`config.mk`:
```
export PLATFORM = sky130hd
export DESIGN_NAME = eq_pot_scanner
export DESIGN_NICKNAME = d
export VERILOG_FILES = /design/src/rtl/eq_pkg.sv /design/src/rtl/eq_pot_scanner_pot_filter.sv /design/src/rtl/eq_pot_scanner.sv
export SDC_FILE = /design/constraint.sdc
export NUM_CORES = 1
export LEC_CHECK = 0
export ABC_AREA = 1
export BUFFER_PORTS_ARGS = -buffer_cell sky130_fd_sc_hd__buf_4
export CAP_MARGIN = 0
export CORE_MARGIN = 2
export CORE_UTILIZATION = 40
export CTS_CLUSTER_DIAMETER = 60
export DETAILED_ROUTE_END_ITERATION = 6
export PLACE_DENSITY_LB_ADDON = 0.3
export SYNTH_ARGS = -nofsm -noshare
export SYNTH_HDL_FRONTEND = slang
export SYNTH_HIERARCHICAL = 1
export SYNTH_SLANG_ARGS = --single-unit
```
`constraint.sdc`:
```
create_clock -name clk -period 9.85 [get_ports clk]
set_input_delay 0.4925 -clock clk [delete_from_list [all_inputs] [get_ports clk]]
set_output_delay 0.4925 -clock clk [all_outputs]
set_load 0.02 [all_outputs]
```
`src/rtl/eq_pkg.sv`:
```
// Shared definitions for the equalizer pot scanner: scan FSM states,
// slot names and the default A2D channel map.
package eq_pkg;

  typedef enum logic [1:0] {
    GAP   = 2'd0,
    START = 2'd1,
    WAIT  = 2'd2,
    STORE = 2'd3
  } scan_state_t;

  // Scan slot order along the front panel
  localparam int SLOT_LP  = 0;
  localparam int SLOT_B1  = 1;
  localparam int SLOT_B2  = 2;
  localparam int SLOT_B3  = 3;
  localparam int SLOT_HP  = 4;
  localparam int SLOT_VOL = 5;

  // A2D channel per slot, slot 0 in the low three bits
  localparam logic [17:0] CH_MAP_DEFAULT = {3'd7, 3'd3, 3'd2, 3'd4, 3'd0, 3'd1};

endpackage

```
`src/rtl/eq_pot_scanner_pot_filter.sv`:
```
// pot_filter: single-write smoothing for one pot reading.
// new = (3*old + res + 2) >> 2, evaluated RES_W+2 bits wide so it never
// overflows; the first write after reset (loaded low) passes res through.
// Only instantiated when POT_SMOOTH_EN is defined.
module pot_filter
  import eq_pkg::*;
#(
  parameter int RES_W = 12
) (
  input  logic [RES_W-1:0] old_val,
  input  logic [RES_W-1:0] new_res,
  input  logic             loaded,
  output logic [RES_W-1:0] filt_val
);

  function automatic logic [RES_W-1:0] smooth_round(input logic [RES_W-1:0] old_v,
                                                    input logic [RES_W-1:0] new_v);
    logic [RES_W+1:0] acc;
    acc = {2'b00, old_v} + {1'b0, old_v, 1'b0} + {2'b00, new_v} + (RES_W+2)'(2);
    return RES_W'(acc >> 2);
  endfunction

  // Raw load on the first write, rounded 3:1 blend afterwards
  always_comb begin
    filt_val = new_res;
    if (loaded) filt_val = smooth_round(old_val, new_res);
  end

endmodule

```
`src/rtl/eq_pot_scanner.sv`:
```
// eq_pot_scanner: round-robin slide-pot scanner for the stereo equalizer.
// Walks the A2D through CH_MAP, keeps one reading per pot, and enables the
// amplifier AMP_DLY codec samples after the first complete scan.
// Optional feature macro: POT_SMOOTH_EN (smoothed pot storage).
module eq_pot_scanner
  import eq_pkg::*;
#(
  parameter int                  NUM_CH   = 6,
  parameter int                  RES_W    = 12,
  parameter logic [3*NUM_CH-1:0] CH_MAP   = CH_MAP_DEFAULT,
  parameter int                  SCAN_GAP = 16,
  parameter int                  CNV_TMO  = 4096,
  parameter int                  AMP_DLY  = 1024
) (
  input  logic                    clk,
  input  logic                    rst,
  input  logic                    cnv_cmplt,
  input  logic [RES_W-1:0]        res,
  input  logic                    valid,
  output logic                    strt_cnv,
  output logic [2:0]              chnnl,
  output logic [NUM_CH*RES_W-1:0] pot_out,
  output logic [NUM_CH-1:0]       pot_upd,
  output logic                    scan_done,
  output logic                    amp_on
);

  localparam int SLOT_W = $clog2(NUM_CH);
  localparam int GAP_W  = $clog2(SCAN_GAP + 1);
  localparam int TMO_W  = $clog2(CNV_TMO + 1);
  localparam int AMP_W  = $clog2(AMP_DLY + 1);

  scan_state_t       state;
  scan_state_t       state_nxt;
  logic [SLOT_W-1:0] slot;
  logic [SLOT_W-1:0] slot_nxt;
  logic [GAP_W-1:0]  gap_cnt;
  logic [TMO_W-1:0]  tmo_cnt;
  logic [AMP_W-1:0]  amp_cnt;
  logic [RES_W-1:0]  res_p0;
  logic [RES_W-1:0]  wr_val;
  logic              wr_chg;
  logic              last_slot;

  assign last_slot = (slot == SLOT_W'(NUM_CH - 1));
  assign slot_nxt  = last_slot ? '0 : slot + 1'b1;

`ifdef POT_SMOOTH_EN
  logic [NUM_CH-1:0] loaded;
  logic [RES_W-1:0]  old_val;

  assign old_val = pot_out[RES_W*int'(slot) +: RES_W];

  pot_filter #(
    .RES_W (RES_W)
  ) u_pot_filter (
    .old_val  (old_val),
    .new_res  (res_p0),
    .loaded   (loaded[slot]),
    .filt_val (wr_val)
  );

  assign wr_chg = (wr_val != old_val);

  // Per-slot flag: has this pot been written since reset
  always_ff @(posedge clk or posedge rst) begin
    if (rst) begin
      loaded <= '0;
    end else if (state == STORE) begin
      loaded[slot] <= 1'b1;
    end
  end
`else
  assign wr_val = res_p0;
  assign wr_chg = 1'b1;
`endif

  // Next-state logic and the conversion request strobe
  always_comb begin
    state_nxt = state;
    strt_cnv  = 1'b0;
    case (state)
      GAP:   if (gap_cnt == GAP_W'(SCAN_GAP - 1)) state_nxt = START;
      START: begin
        strt_cnv  = 1'b1;
        state_nxt = WAIT;
      end
      WAIT: begin
        if (cnv_cmplt)                            state_nxt = STORE;
        else if (tmo_cnt == TMO_W'(CNV_TMO - 1)) state_nxt = GAP;
      end
      STORE: state_nxt = GAP;
      default: state_nxt = GAP;
    endcase
  end

  // State register plus the gap and timeout counters, each cleared outside its state
  always_ff @(posedge clk or posedge rst) begin
    if (rst) begin
      state   <= GAP;
      gap_cnt <= '0;
      tmo_cnt <= '0;
    end else begin
      state   <= state_nxt;
      gap_cnt <= (state == GAP)  ? gap_cnt + 1'b1 : '0;
      tmo_cnt <= (state == WAIT) ? tmo_cnt + 1'b1 : '0;
    end
  end

  // Capture the A2D result as the conversion completes; written back in STORE
  always_ff @(posedge clk) begin
    if (state == WAIT && cnv_cmplt) res_p0 <= res;
  end

  // Slot sequencing, channel select, pot storage and update pulses
  always_ff @(posedge clk or posedge rst) begin
    if (rst) begin
      slot      <= '0;
      chnnl     <= CH_MAP[2:0];
      pot_out   <= '0;
      pot_upd   <= '0;
      scan_done <= 1'b0;
    end else begin
      pot_upd <= '0;
      if (state == STORE) begin
        pot_out[RES_W*int'(slot) +: RES_W] <= wr_val;
        if (wr_chg) pot_upd[slot] <= 1'b1;
        if (last_slot) scan_done <= 1'b1;
        slot  <= slot_nxt;
        chnnl <= CH_MAP[3*int'(slot_nxt) +: 3];
      end
    end
  end

  // Amp-on delay: count codec samples once the first scan is complete
  always_ff @(posedge clk or posedge rst) begin
    if (rst) begin
      amp_cnt <= '0;
      amp_on  <= 1'b0;
    end else if (scan_done && valid && amp_cnt != AMP_W'(AMP_DLY)) begin
      amp_cnt <= amp_cnt + 1'b1;
      if (amp_cnt == AMP_W'(AMP_DLY - 1)) amp_on <= 1'b1;
    end
  end

endmodule

```
; ---- Word-level counts from Yosys, hierarchy flattened
; Index checks and enable logic that the tools add are counted.
[op_classes]
order_cmp = 2
muxes = 12
multipliers = 2
reduce_logical = 8
add_sub_neg = 5
n_eq_ne = 10
n_shift = 3
[op_table]
columns = cell, count
row1 = $bwmux W72, 1
row2 = $shift A12 B33 Y72 const A, 1
row3 = $shiftx A12 B33 Y72, 1
row4 = $neg A7 Y33, 1
row5 = $shiftx A18 B6 Y3 const A, 1
row6 = $add A13 B1 Y13 const B, 1
row7 = $eq A13 B12 Y1 const B, 1
row8 = $mux W13, 1
row9 = $add A11 B1 Y11 const B, 1
row10 = $eq A11 B10 Y1 const B, 1
row11 = $ne A11 B11 Y1 const B, 1
row12 = $mul A2 B3 Y5 const A, 2
row13 = $pmux W2 S4, 1
row14 = $mux W2, 3
row15 = $mux W6, 1
row16 = $reduce_and A2 Y1, 3
row17 = $add A5 B1 Y5 const B, 1
row18 = $eq A5 B4 Y1 const B, 1
row19 = $mux W5, 1
row20 = $eq A2 B2 Y1 const B, 2
row21 = $logic_and A1 B1 Y1, 4
row22 = $lt A3 B4 Y1 const B, 1
row23 = $add A3 B1 Y3 const B, 1
row24 = $demux W1 S3, 1
row25 = other kinds (8), 9
[totals]
in_bits = 16
wordCells = 53
output_inout_bits = 84
regBits = 129

; ---- Depth between registers and ports, before layout
; Gate-level depths: netlist of run 1.
[logic_depth]
depth_word = 5
depth_mapped = 17
depth_no_buf = 17

; ---- Worst setup path before layout of run 1
; OpenSTA, ideal clock, no wires.
[synth_timing]
path_kind = reg2reg
startpoint = reg slot[1]
endpoint = reg pot_out[68]
setup_ns = 0.117
t_required_ns = 9.733
stages_incl_launch_ff = 15
arrival_ns = 2.765
n_path_buf = 0
slack_ns = 6.968
synth_period_minus_slack_ns = 2.882
cell_sequence = dfrtp_1 ha_1 fa_1 nor2_1 nand2_1 inv_1 ha_1 inv_2 nor2_4 inv_1 nand2_1 a21oi_2 nand2_1 nand2_1 nand2_1
[synth_between]
elab_chain_len = 4
[synth_lines]
columns = item, line_no
row1 = start: declaration, eq_pot_scanner.sv:35  ; logic [SLOT_W-1:0] slot;
row2 = start signal: assignment, eq_pot_scanner.sv:129  ; slot <= slot_nxt;
row3 = $mul A2 B3 Y5 (*), eq_pot_scanner.sv:126  ; pot_out[RES_W*int'(slot) +: RES_W] <= wr_val;
row4 = $neg A7 Y33 (*), eq_pot_scanner.sv:126
row5 = $shiftx A12 B33 Y72 / $shift A12 B33 Y72 (equally long branches), eq_pot_scanner.sv:126
row6 = $bwmux W72 (*), eq_pot_scanner.sv:126
row7 = end signal: indexed assignment, eq_pot_scanner.sv:126
row8 = end: declaration, eq_pot_scanner.sv:22  ; output logic [NUM_CH*RES_W-1:0] pot_out,
; Every way passes the cells marked *; elsewhere a longest branch is shown, timed or not.
; A chain may end at the register's enable or synchronous reset.

; ---- Worst setup path after layout of run 1
[layout_timing]
startpoint = reg slot[0]
endpoint = reg pot_out[68]
; Same word-level chain as after synthesis.

==> impl_metrics.json, run 1 <==
{
  "num_vias": 5857,
  "synth-edff-count": 12,
  "ys_types": 43,
  "setup_viol": 0,
  "post_cts_resized": 0,
  "antenna_left": 0,
  "ys_seq_elements": 129,
  "drive_above_1_share": 0.1926,
  "hpwl_um": 12300,
  "relSlewSlack": 0.3029,
  "crit_family": "simple AND/OR/NAND/NOR gates",
  "netlist_area_um2": 6761,
  "grt_max_degree": 64,
  "multi_input_area_um2": 2960,
  "coreArea_um2": 16520,
  "crit_chain": "ha_1 > fa_1 > inv_2 > nor2_1 > nor2_4 > inv_2 > nor2_1 > nand2_2 > a21oi_2 > nand2_1 > nand2_1 > nand2_1",
  "cap_violations": 0,
  "rsz0062_at_grt": "false",
  "n_fill_cell": 1562,
  "ios": 100,
  "synthXorXnorAreaFrac": 0.01166,
  "synthAdderAreaFrac": 0.03257,
  "synth_top_family_by_area": "simple AND/OR/NAND/NOR gates",
  "synthMuxAreaShare": 0,
  "reg2reg_depth": 12,
  "p_clk_frac": 0.214,
  "synth_area_leaders": "dfrtp_1 43%, nand2_1 13%, edfxtp_1 5.3%, nand3_1 5.0%, inv_1 4.7%",
  "initial_core_util": 0.4092,
  "comb_power_share": 0.524,
  "outcome": "finished, final reports clean",
  "ys.flop_type": "dfrtp_1",
  "hold_class": "input port to asynchronous set/reset pin",
  "hold_buffers": 0,
  "seqPwrFrac": 0.261,
  "clk_latency_ps": 420,
  "cts_tree": "built",
  "end_kind": "register",
  "critical-path-max-stage-delay_ps": 890,
  "root_buffer": "clkbuf_16",
  "cp_num_buf_inv": 2,
  "grt.total_usage": 0.1909,
  "yosysTopAreaCell": "dfrtp_1",
  "cp-start-kind": "register",
  "layout-area-overhead-vs-synth_pct": 22.00,
  "netSwitchingFraction": 0.4902,
  "nNetsFinal": 965,
  "synth_fp_nets": 870,
  "layout_common_cells": "234 x nand2_1, 116 x dfrtp_1, 101 x buf_4, 83 x inv_1, 71 x nor2_1",
  "synthArstFlopShare": 0.9070,
  "clock-sinks": 129,
  "die_x_um": 134.0,
  "cpMaxStageDelayCell": "dfrtp_1",
  "antenna_found_initial": 0,
  "critPathKind": "register to register",
  "grt-ovfl-total": 0,
  "worstMarginPinSlew_ps": 1042,
  "synth-compound-area-share": 0.09715,
  "synth-simple-area-share": 0.2964,
  "crit_top_cell": "nand2_1",
  "routed_via_density": 5.027,
  "vdd_drop_max_mv": 0.1929,
  "clock_path_buffers": 2,
  "skew_ps": 6.616,
  "insertedDiodeCount": 0,
  "critical_path_arrival_ps": 4370,
  "die_h_um": 134.0,
  "slew_viol_final": 0,
  "netlist_instances": 837,
  "grt_pass1_wl_um": 27230,
  "powerDensity_nw_per_um2": 368.6,
  "avgSynthCellArea_um2": 8.078,
  "dieArea_um2": 17960,
  "p_int_mw": 1.550,
  "required_ps": 10160,
  "dr.pass1.iters": 7,
  "hold_viol": 0,
  "leakage_nw": 4.144,
  "grt_pass1_vias": 5472,
  "synth_seq_area_share": 0.4865,
  "cts.clk_slew.worst_paths_ps": 50,
  "max_freq_ghz": 0.2461,
  "critPathMaxFanout": 44,
  "drt-total-wl_um": 16630,
  "cts_inserted_buffers": 17,
  "setup_tns_ps": 0,
  "seq_area_um2": 3289,
  "power_mw": 3.041,
  "drt_iter0_drc": 530,
  "period_needed_ps": 4064,
  "synth.top_cell.area_share": 0.4293,
  "core.rowCount": 47,
  "path_depth": 12,
  "mostFrequentLayoutCell": "nand2_1",
  "place_congestion": 0.9381,
  "io_buffers": 99,
  "wl_per_cell_um": 14.27,
  "min_period_over_period": 0.4126,
  "drc_errors": 0,
  "post-cts-setup-buffers": 0,
  "cts_htree_levels": 4,
  "p_switching_mw": 1.491,
  "ys_warn_count": 6
}
[area by class of cell]
class | instances | area share
well taps | 220 | 0.03337
repair buffers | 101 | 0.09192
multi-input cells | 591 | 0.3589
clock inverters | 9 | 0.01547
inverters | 92 | 0.04247
clock buffers | 23 | 0.05915
flip-flops and latches | 129 | 0.3988
[metal layers]
layer / global-route usage / vias up / wire length [um]
li1: - / 2906 / -
met1: 0.2711 / 2684 / 7781
met2: 0.2758 / 236 / 7160
met3: 0.05253 / 31 / 1303
met4: 0.07953 / 0 / 386
met5: 0 / - / 0
[registers in the layout, indices dropped and copies added, names as in the netlist]
name,cells
chnnl,3
pot_upd,6
tmo_cnt,13
slot,3
pot_out,72
amp_cnt,11
gap_cnt,5
amp_on,1
scan_done,1
res_p0,12
state,2
[power by group through the flow]
stage	Combinational [mW]	Clock (mW)	Sequential, mW
after floorplan	1.09	0	0.883
after global placement	1.56	0	0.803
after detailed placement	1.57	0	0.802
after CTS	1.58	0.663	0.795
after global routing	1.76	0.690	0.815
final	1.59	0.652	0.795
[metrics by stage]
stage	cell area, um^2	setup WS, ps	cells	hold slack (ps)	utilization
floorplan	6761	6258	837	432.9	-
global placement	7634	5956	1133	452.9	0.4620
detailed placement	7634	5859	1133	453.4	0.4620
CTS	8249	5851	1165	232.5	0.4992
global route	8249	5433	1165	233.8	0.4992
finish	8249	5786	1165	226.9	0.4992
[kinds of logic after synthesis]
kind of cell	Yosys count
adder cells (fa/ha/maj)	17
XOR/XNOR	9
AO/OA/AOI/OAI	123
flip-flops	129
AND/OR/NAND/NOR	442
buffers and inverters	117
[final timing paths]
| path | to | from | slack (ps) |
|---|---|---|---|
| hold reg to reg | tmo_cnt[0] | tmo_cnt[0] | 470 |
| setup reg to reg | pot_out[68] | slot[0] | 5790 |
| min in group clk | res_p0[9] | res[9] | 250 |
| max in group asynchronous | pot_out[4] | rst | 8410 |
| hold / removal | pot_out[60] | rst | 230 |
| setup / recovery | pot_out[68] | slot[0] | 5790 |
[synth_stat cells, drive strengths merged, types with 3 or more instances]
cell type and number:
edfxtp 12, dfrtp 116, o22ai 5, buf 17
nor2 79, inv 90, o21ai 80, nor3 18
xor2 7, a21oi 30, nand4 15, nand3 74
ha 16, clkbuf 8, o31ai 3, nand2 251
Power figures use the tool's default switching activity.
==> inputs of run 2 (changes only) <==
- clock period: 9.85 -> 3.95 ns (I/O delays scaled with it)
==> run 2 against run 1 <==
Effect of this change: sequential power rose by 140%; first-iteration DRC count rose by 6.6%; die area did not move; setup slack got worse by 5200 ps; via count rose by 1.3%; highest routed layer unchanged; largest cell class unchanged; hold slack got worse by 210 ps; count of clock-buffer cells in the layout fell by 2.
==> impl_metrics.json, run 2 (same netlist as run 1, synthesis figures left out) <==
{
  "vdd_drop_max_mv": 0.6350,
  "relSlewSlack": 0.2725,
  "initial_core_util": 0.4092,
  "fin_util": 0.5097,
  "critical-path-max-stage-delay_ps": 480,
  "drt-total-wl_um": 17180,
  "place_ws_ps": 577.5,
  "p_switching_mw": 3.811,
  "cts.clk_slew.worst_paths_ps": 60,
  "mostFrequentLayoutCell": "nand2_1",
  "required_ps": 4310,
  "die_x_um": 134.0,
  "place_congestion": 0.9347,
  "antenna_found_initial": 0,
  "met1Wirelength_um": 8105,
  "p_int_mw": 3.956,
  "grt_max_degree": 84,
  "cts_tree": "built",
  "hold_viol": 0,
  "p_clk_frac": 0.218,
  "io_buffers": 99,
  "outcome": "finished, final reports clean",
  "die_h_um": 134.0,
  "multi_input_area_um2": 2960,
  "routed_via_density": 5.030,
  "cts_htree_levels": 4,
  "setup_viol": 0,
  "whs_ps": 11.92,
  "drc_errors": 0,
  "grt_pass1_vias": 5450,
  "hold_class": "input port to asynchronous set/reset pin",
  "seq_area_um2": 3289,
  "drt_iter0_drc": 565,
  "end_kind": "register",
  "grt.total_usage": 0.1969,
  "seqPwrFrac": 0.250,
  "finalWorstSetupSlack_ps": 541.7,
  "wl_met3_um": 1163,
  "regMostFlops": "pot_out",
  "largest_registers": "pot_out x72, tmo_cnt x13, res_p0 x12",
  "cp-start-kind": "register",
  "crit_top_cell": "nand2_1",
  "cts_inserted_buffers": 17,
  "grt-ovfl-total": 0,
  "clock-sinks": 129,
  "wl_per_cell_um": 14.56,
  "nNetsFinal": 980,
  "crit_chain": "ha_1 > fa_1 > nor2_1 > nand2_1 > inv_1 > ha_1 > inv_2 > nor2_4 > nand2_2 > inv_2 > nand3_1 > nand2_1 > nand2_1 > nand2_1",
  "drive_above_1_share": 0.1938,
  "layout_common_cells": "234 x nand2_1, 116 x dfrtp_1, 104 x buf_4, 83 x inv_1, 71 x nor2_1",
  "dieArea_um2": 17960,
  "root_buffer": "clkbuf_16",
  "cap_violations": 0,
  "wl_met2_um": 7614,
  "critical_path_arrival_ps": 3770,
  "rsz0062_at_grt": "false",
  "period_needed_ps": 3408,
  "skew_ps": 9.029,
  "clk_latency_ps": 420,
  "insertedDiodeCount": 0,
  "critPathMaxFanout": 17,
  "coreArea_um2": 16520,
  "max_freq_ghz": 0.2934,
  "slew_viol_final": 0,
  "core.rowCount": 47,
  "worstMarginPinSlew_ps": 1087,
  "min_period_over_period": 0.8629,
  "grt_pass1_wl_um": 27860,
  "comb_power_share": 0.531,
  "setup_tns_ps": 0,
  "antenna_left": 0,
  "num_vias": 5935,
  "critPathKind": "register to register",
  "cpMaxStageDelayCell": "dfrtp_1",
  "ios": 100,
  "netSwitchingFraction": 0.4906,
  "largest_register_ffs": 72,
  "leakage_nw": 4.223,
  "layout-area-overhead-vs-synth_pct": 24.56,
  "clock_path_buffers": 2,
  "powerDensity_nw_per_um2": 922.3,
  "n_fill_cell": 1577,
  "dr.pass1.iters": 5,
  "highest-signal-layer": "met4",
  "hpwl_um": 12510
}
## run 2: cell types whose count changed in the layout (fill, tap and decap cells not counted), moves of 2 or more
cell	previous run	this run
clkinv_2	5	3
dlygate4sd3_1	0	12
buf_4	101	104
clkinv_4	1	3
inv_6	0	2
## run 2: path summary, 6_finish.rpt
kind / startpoint / to / cells past startpoint / slack [ps]
min in group clk: valid / amp_on / 4 / 120
hold reg to reg: tmo_cnt[0] / tmo_cnt[0] / 1 / 470
setup / recovery: slot[1] / pot_out[43] / 14 / 540
hold / removal: rst / pot_out[63] / 2 / 10
max in group asynchronous: rst / chnnl[0] / 3 / 2870
setup reg to reg: slot[1] / pot_out[43] / 14 / 540
## run 2: metal layers
layer | track usage | vias up
li1 | - | 2932
met5 | 0 | -
met3 | 0.04837 | 27
met2 | 0.2952 | 226
met1 | 0.2795 | 2750
met4 | 0.06842 | 0
## run 2: metrics by stage
step | area (um^2) | cells | power [mW]
after floorplan | 6761 | 837 | 4.913
after global placement | 7656 | 1136 | 5.984
after detailed placement | 7656 | 1136 | 6.028
after CTS | 8422 | 1180 | 7.767
after global routing | 8422 | 1180 | 8.307
final | 8422 | 1180 | 7.767
## run 2: power groups by stage
stage                     sequential [mW]  clock [mW]  combinational [mW]
after floorplan                      2.20           0                2.71
after global placement               1.96           0                4.02
after detailed placement             1.96           0                4.06
after CTS                            1.95        1.74                4.08
after global routing                 1.99        1.79                4.52
final                                1.94        1.70                4.13
## run 2: critical path, delay by kind of cell (launching register included)
family / cells / cell delay [ps]
DFF: 1 / 480
and+or+nand+nor: 8 / 1260
adders and majority gates: 3 / 1060
buffers and inverters: 3 / 540
## run 2: repair_timing
| item | 4_1_cts | 5_1_grt |
|---|---|---|
| hold buffers | 12 | 0 |
| hold endpoints to repair | 12 | 0 |
| buffers inserted | 0 | 0 |
| gates resized for setup | 0 | 0 |
## run 2: area by class of cell
class                           instances  share of cell area
Sequential cell                       129              0.3906
Multi-Input combinational cell        591              0.3515
Timing Repair Buffer                  116              0.1070
Clock buffer                           21             0.05586
Inverter                               92             0.04160
Tap cell                              220             0.03268
Clock inverter                         11             0.02080
